==> src/rtl/mdr_seq_pkg.sv <==
// Shared types and constants for the memory sequencer.
package mdr_seq_pkg;

  typedef enum logic [1:0] {
    IDLE   = 2'd0,
    ACCESS = 2'd1,
    LOAD   = 2'd2,
    RESP   = 2'd3
  } state_t;

  localparam logic ID_FETCH = 1'b0;
  localparam logic ID_DATA  = 1'b1;

endpackage

==> src/rtl/mdr_mem_sequencer_rr_arb2.sv <==
// Two-way round-robin arbiter: on contention the requester that did not win last time wins.
module rr_arb2
  import mdr_seq_pkg::*;
(
  input  logic [1:0] valid,
  input  logic       last_grant,
  input  logic       enable,
  output logic [1:0] grant,
  output logic       grant_id
);

  // Pick the winner and raise its one-hot grant only while arbitration is enabled
  always_comb begin
    grant    = '0;
    grant_id = (&valid) ? ~last_grant : valid[ID_DATA];
    if (enable && (|valid)) begin
      grant[grant_id] = 1'b1;
    end
  end

endmodule

==> src/rtl/mdr_mem_sequencer.sv <==
// Memory transaction sequencer: arbitrates fetch/data requesters onto one memory
// port and drives the MDR load and bus enables.
// Optional build macro MEM_TIMEOUT_EN adds an ACCESS timeout that aborts with rsp_err.
module mdr_mem_sequencer
  import mdr_seq_pkg::*;
#(
  parameter int unsigned ADDR_W         = 16,
  parameter int unsigned DATA_W         = 16,
  parameter int unsigned TIMEOUT_CYCLES = 15
) (
  input  logic              clk,
  input  logic              rst,
  input  logic              req0_valid,
  input  logic [ADDR_W-1:0] req0_addr,
  output logic              req0_ready,
  input  logic              req1_valid,
  input  logic              req1_we,
  input  logic [ADDR_W-1:0] req1_addr,
  input  logic [DATA_W-1:0] req1_wdata,
  output logic              req1_ready,
  output logic              rsp_valid,
  output logic              rsp_id,
  output logic              rsp_err,
  output logic [ADDR_W-1:0] mem_addr,
  output logic              mem_rd,
  output logic              mem_wr,
  output logic [DATA_W-1:0] mem_wdata,
  input  logic              mem_ack,
  output logic              mdr_load_en,
  output logic              mdr_bus_en
);

  state_t            state_q, state_d;
  logic              last_grant_q, last_grant_d;
  logic              we_q, we_d;
  logic              id_q, id_d;
  logic [ADDR_W-1:0] addr_q, addr_d;
  logic [DATA_W-1:0] wdata_q, wdata_d;
  logic              err_d;
  logic [1:0]        grant;
  logic              grant_id;

`ifdef MEM_TIMEOUT_EN
  localparam int unsigned CNT_W = $clog2(TIMEOUT_CYCLES + 1);
  localparam logic [CNT_W-1:0] CNT_LAST = CNT_W'(TIMEOUT_CYCLES - 1);
  logic [CNT_W-1:0] cnt_q, cnt_d;
  logic             err_q;
`endif

  rr_arb2 u_arb (
    .valid      ({req1_valid, req0_valid}),
    .last_grant (last_grant_q),
    .enable     ((state_q == IDLE) && !rst),
    .grant      (grant),
    .grant_id   (grant_id)
  );

  assign req0_ready = grant[ID_FETCH];
  assign req1_ready = grant[ID_DATA];
  assign mem_addr   = addr_q;
  assign mem_wdata  = wdata_q;
  assign rsp_id     = id_q;

  // Next-state and latched-field computation
  always_comb begin
    state_d      = state_q;
    last_grant_d = last_grant_q;
    we_d         = we_q;
    id_d         = id_q;
    addr_d       = addr_q;
    wdata_d      = wdata_q;
`ifdef MEM_TIMEOUT_EN
    err_d        = err_q;
    cnt_d        = cnt_q;
`else
    err_d        = 1'b0;
`endif
    case (state_q)
      IDLE: begin
        if (|grant) begin
          state_d      = ACCESS;
          last_grant_d = grant_id;
          id_d         = grant_id;
          we_d         = grant_id & req1_we;
          addr_d       = grant_id ? req1_addr : req0_addr;
          wdata_d      = grant_id ? req1_wdata : '0;
`ifdef MEM_TIMEOUT_EN
          err_d        = 1'b0;
          cnt_d        = '0;
`endif
        end
      end
      ACCESS: begin
        if (mem_ack) begin
          state_d = we_q ? RESP : LOAD;
        end
`ifdef MEM_TIMEOUT_EN
        else if (cnt_q == CNT_LAST) begin
          state_d = RESP;
          err_d   = 1'b1;
        end else begin
          cnt_d = cnt_q + 1'b1;
        end
`endif
      end
      LOAD:    state_d = RESP;
      RESP:    state_d = IDLE;
      default: state_d = IDLE;
    endcase
  end

  // State and latched transaction fields
  always_ff @(posedge clk) begin
    if (rst) begin
      state_q      <= IDLE;
      last_grant_q <= 1'b1;
      we_q         <= 1'b0;
      id_q         <= 1'b0;
      addr_q       <= '0;
      wdata_q      <= '0;
`ifdef MEM_TIMEOUT_EN
      err_q        <= 1'b0;
      cnt_q        <= '0;
`endif
    end else begin
      state_q      <= state_d;
      last_grant_q <= last_grant_d;
      we_q         <= we_d;
      id_q         <= id_d;
      addr_q       <= addr_d;
      wdata_q      <= wdata_d;
`ifdef MEM_TIMEOUT_EN
      err_q        <= err_d;
      cnt_q        <= cnt_d;
`endif
    end
  end

  // Strobes and enables are flops fed from the next state so MDR sees clean edges
  always_ff @(posedge clk) begin
    if (rst) begin
      mem_rd      <= 1'b0;
      mem_wr      <= 1'b0;
      mdr_load_en <= 1'b0;
      mdr_bus_en  <= 1'b0;
      rsp_valid   <= 1'b0;
    end else begin
      mem_rd      <= (state_d == ACCESS) && !we_d;
      mem_wr      <= (state_d == ACCESS) && we_d;
      mdr_load_en <= (state_d == LOAD);
      mdr_bus_en  <= (state_d == RESP) && !we_d && !err_d;
      rsp_valid   <= (state_d == RESP);
    end
  end

`ifdef MEM_TIMEOUT_EN
  // Abort flag reported alongside the completion pulse
  always_ff @(posedge clk) begin
    if (rst) rsp_err <= 1'b0;
    else     rsp_err <= (state_d == RESP) && err_d;
  end
`else
  assign rsp_err = 1'b0;
`endif

endmodule

==> config.mk <==
export PLATFORM = sky130hd
export DESIGN_NAME = mdr_mem_sequencer
export DESIGN_NICKNAME = d
export VERILOG_FILES = /design/src/rtl/mdr_seq_pkg.sv /design/src/rtl/mdr_mem_sequencer_rr_arb2.sv /design/src/rtl/mdr_mem_sequencer.sv
export SDC_FILE = /design/constraint.sdc
export NUM_CORES = 1
export LEC_CHECK = 0
export CORE_MARGIN = 2
export CORE_UTILIZATION = 40
export CTS_CLUSTER_SIZE = 12
export DETAILED_ROUTE_END_ITERATION = 8
export GPL_TIMING_DRIVEN = 0
export PLACE_DENSITY_LB_ADDON = 0.2
export SYNTH_ARGS = -nofsm -noshare
export SYNTH_HDL_FRONTEND = slang
export SYNTH_SLANG_ARGS = --single-unit
==> constraint.sdc <==
create_clock -name clk -period 2.7 [get_ports clk]
set_input_delay 0.54 -clock clk [delete_from_list [all_inputs] [get_ports clk]]
set_output_delay 0.54 -clock clk [all_outputs]
set_load 0.01 [all_outputs]
# Yosys cells after proc, flatten, opt, wreduce, memory -nomap -nowiden
# Index checks and enable logic that the tools add are counted.
# op_classes
order_cmp	2
n_eq_ne	6
muxes	12
bitwise	2
n_reduce_logical	13
# ops
operator	count
two-way mux 16 bit	2
== test 2 bit, second input constant	4
case mux 2 bit (4 select lines)	1
logical AND 1 bit	6
two-way mux 2 bit	3
two-way mux 1 bit	5
== test 2 x 1 -> 1 bit, second input constant	2
AND reduction 2 bit	2
OR reduction 2 bit	2
zero test 1 bit	2
zero test 2 bit	1
< comparator 1 x 2 -> 1 bit, second input constant	1
AND 1 bit	1
demux 1 bit (select 1 bit)	1
>= comparator 1 bit, second input constant	1
inverter 1 bit	1
# word_totals
ff_bits	42
wordCells	46

# Depth between registers and ports, before layout
# logic_depth
word_depth	12
mapped_depth	5

# By module
# A second synthesis with hierarchy kept.
# unflattened
cells_unflattened	195
area_unflattened_um2	1859.3
# modules_own_cells
mod	instances	cells_each	area_each_um2	seq_area_each_um2
mdr_mem_sequencer	1	190	1829.3	840.8
rr_arb2	1	5	30.0	0.0

# Worst setup path before layout
# OpenSTA, ideal clock, no wires.
# synth_path
kind	input to output
startpoint	in req1_valid
endpoint	out req1_ready
arrival_time_ns	1.267
required_time_ns	2.160
slack_ns	0.893
cell_stages	3
path_buffers	1
path_cell_list	or3b_4 > nor3_4 > buf_6
# synth_via
elab_chain_cells	7
elab_cells_between_ends	10
classes_between	2 x order compare; 4 x mux; 4 x reduce/logical
# synth_rtl
item	line_no	text
start, declared	mdr_mem_sequencer.sv:16	input logic req1_valid,
AND reduction 2 bit	mdr_mem_sequencer_rr_arb2.sv:15	grant_id = (&valid) ? ~last_grant : valid[ID_DATA];
two-way mux 1 bit	mdr_mem_sequencer_rr_arb2.sv:15	
< comparator 1 x 2 -> 1 bit (not written as such) or >= comparator 1 bit (tied branches)	mdr_mem_sequencer_rr_arb2.sv:17	grant[grant_id] = 1'b1;
logical AND 1 bit (not written as such)	mdr_mem_sequencer_rr_arb2.sv:17	
two-way mux 1 bit (not written as such)	mdr_mem_sequencer_rr_arb2.sv:17	
demux 1 bit (select 1 bit)	-	
two-way mux 2 bit *	mdr_mem_sequencer_rr_arb2.sv:16	if (enable && (|valid)) begin
end, declared	mdr_mem_sequencer.sv:20	output logic req1_ready,
# Every way passes the cells marked *; elsewhere a longest branch is shown, timed or not.

# Worst setup path after layout
# layout_path
startpoint	in rst
endpoint	out req0_ready
# layout_via
elab_chain_cells	4
# layout_rtl
item	line_no	text
start, declared	mdr_mem_sequencer.sv:12	input logic rst,
zero test 1 bit	mdr_mem_sequencer.sv:53	.enable ((state_q == IDLE) && !rst),
logical AND 1 bit	mdr_mem_sequencer.sv:53	
logical AND 1 bit	mdr_mem_sequencer_rr_arb2.sv:16	
two-way mux 2 bit	mdr_mem_sequencer_rr_arb2.sv:16	
end, declared	mdr_mem_sequencer.sv:15	output logic req0_ready,
# No other way between the ends.

==> flow_summary.toml <==
[run_status]
outcome = "completed"

[clocking]
hold_buffers = 0
cts_buffers = 5
cts_sinks = 42
cts_tree = "yes"
root_buffer = "clkbuf_8"
cts_max_path_buffers = 2
clkTransAtPathRegs_ps = 70
worstSkewPairLatency_ps = 290
htreeDepth = 2

[logic_synthesis]
synth.distinct_cells = 34
synth.most_common_cell = "dfxtp_1"
yosys_register_bits = 42
synth_top_area_share_pct = 51.3
synth_flop_cell = "dfxtp_1"
synthTopCellsByCount = "dfxtp_1, nand2_1, nor2_1, a311oi_1, a22o_1"
synth.area.top_cells = "dfxtp_1, nand2_1, a311oi_1"
seq_area_frac_synth_pct = 51.3
synthesis.nets = 233
syn_inst = 179
synth.cell_area_um2 = 1640
yosysTopAreaCell = "dfxtp_1"
avgSynthCellArea_um2 = 9.16
synth_enable_flop_cells = 0
ys_async_sr_fraction_pct = 0
yosys_warnings = 0

[worst_setup_path]
crit_path_end_kind = "output pin"
path_cells = "dlymetal6s2s_1, clkbuf_4, buf_4, nor2_1, clkdlybuf4s50_1"
reg2reg_from = "state_q[1]$_SDFF_PP0_"
path_class = "in2out"
cp_max_fo = 10
cp.required_ps = 2160
critPathArrivalTime_ps = 1790
crit_start = "rst"
cpPeakStageDelay_ps = 540
start_kind = "input port"
cpMaxStageDelayCell = "clkdlybuf4s50_1"

[final_layout]
fin_cells = 331
syn_to_final_growth_pct = 69.0
layout-drive-gt1-share_pct = 8.90
diodes = 0
nets = 334
num-fill-cells = 332

[global_routing]
grt_pass1_vias = 1483
grt_start_max_net_pins = 14
antenna_found_initial = 0
global_route.usage.total_pct = 18.6
grt_first_pass_wirelength_um = 6520
gr-total-overflow = 0

[detailed_routing]
dr.pass1.iters = 4
drtAntennaViolNets = 0
via_count = 1650
vias_per_cell = 4.98
drt-initial-drc-count = 37
routedWlPerCell_um = 12.9
drc = 0
wirelength_um = 4280

[die]
die_h_um = 68.0
pin_count = 95
placementRows = 23
dieArea_um2 = 4630
coreArea_um2 = 3970
die_w_um = 68.0
start_util_pct = 41.3

[sta]
grt_setup_unrepaired = "no"
min_period_ps = 2330
slew_violations = 0
fmax_mhz = 429
finalSetupViolCount = 0
finalSetupTns_ps = 0
finClkSkew_ps = 5.36
hold_violations = 0
post-route-period-util_pct = 86.4

[flow_run]
drv_cap = 0

[pwr]
vdd_drop_max_uv = 268
power_density_nw_per_um2 = 561
p_total_mw = 1.55
cellLeakagePower_nw = 1.11

[placed_design]
io_buffer_count = 93
dp_hpwl_um = 3230
gp_congestion = 0.745
dpl.cell_count = 322

[hold_path]
hp-class = "reg2reg"
hold_path.startpoint = "rsp_id$_SDFFE_PP0P_"
[area by class of cell]
class	count	area [um2]	share of cell area, %
Clock inverter	2	37.5	1.35
Clock buffer	6	72.6	2.62
Timing Repair Buffer	94	947	34.2
Multi-Input combinational cell	124	729	26.3
Inverter	2	7.51	0.271
Sequential cell	42	841	30.3
Tap cell	50	62.6	2.26
Buffer	11	73.8	2.66
[final timing paths]
check | end | slack (ps) | depth (start not counted)
worst min-delay path | rsp_id$_SDFFE_PP0P_ | 460 | 1
worst max-delay path | req0_ready | 370 | 5
worst min register to register | rsp_id$_SDFFE_PP0P_ | 460 | 1
worst max register to register | mem_wdata[4]$_SDFFE_PP0P_ | 1020 | 5
[cells in the final DEF, fill, tap and decap left out, types with 4 or more instances in the layout]
cell             Yosys  final
clkdlybuf4s50_1      0     89
dfxtp_1             42     42
nand2_1             35     35
nor2_1              25     25
a311oi_1            14     14
a22o_1              12     12
buf_4                4      6
a21oi_1              5      5
clkbuf_8             0      5
a22oi_1              4      4
nor2b_1              4      4
[power by group]
group | internal, mW | switching, mW | total, mW
sequential | 0.669 | 0.0297 | 0.699
clock | 0.276 | 0.207 | 0.483
combinational | 0.214 | 0.157 | 0.372
[repair_timing]
action | in CTS | in global routing
resized for setup | 9 | 3
setup buffers | 1 | 0
pin swaps | 1 | 0
setup endpoints to repair | 2 | 2
[flip-flops by register name, summed over array words and instances, names as in the netlist]
name,flops
mem_wdata,16
rsp_id,1
last_grant_q,1
mem_addr,16
we_q,1
rsp_valid,1
mdr_load_en,1
mem_rd,1
mem_wr,1
mdr_bus_en,1
state_q,2
[layer usage]
metal / track usage (%) / share of wire (%) / vias up
met1: 22.5 / 44 / 747
li1: - / - / 837
met3: 6.74 / 9.9 / 4
met5: 0 / 0 / -
met2: 30.2 / 46 / 62
met4: 7.25 / 0.58 / 0
[worst max-delay path, delay by kind of cell]
family        cells  cell delay (ps)
simple gates      1              110
buf+inv           4             1140
[kinds of logic after synthesis]
logic type	synth area share, %
other	0.229
muxes	0.610
and+or+nand+nor	20.4
DFF	51.3
buffers and inverters	4.50
AOI/OAI and AO/OA	23.0
[per-stage QoR]
step | hold WS, ps | setup WS, ps | area, um2 | util [%]
2_1_floorplan | 473 | 893 | 1640 | -
3_3_place_gp | 440 | -450 | 2630 | 66.3
3_5_place_dp | 451 | -419 | 2630 | 66.3
4_1_cts | 466 | 2.84 | 2760 | 69.6
5_1_grt | 486 | 298 | 2770 | 69.8
6_report | 460 | 368 | 2770 | 69.8
Note: power is estimated with default switching activity, not from simulation.
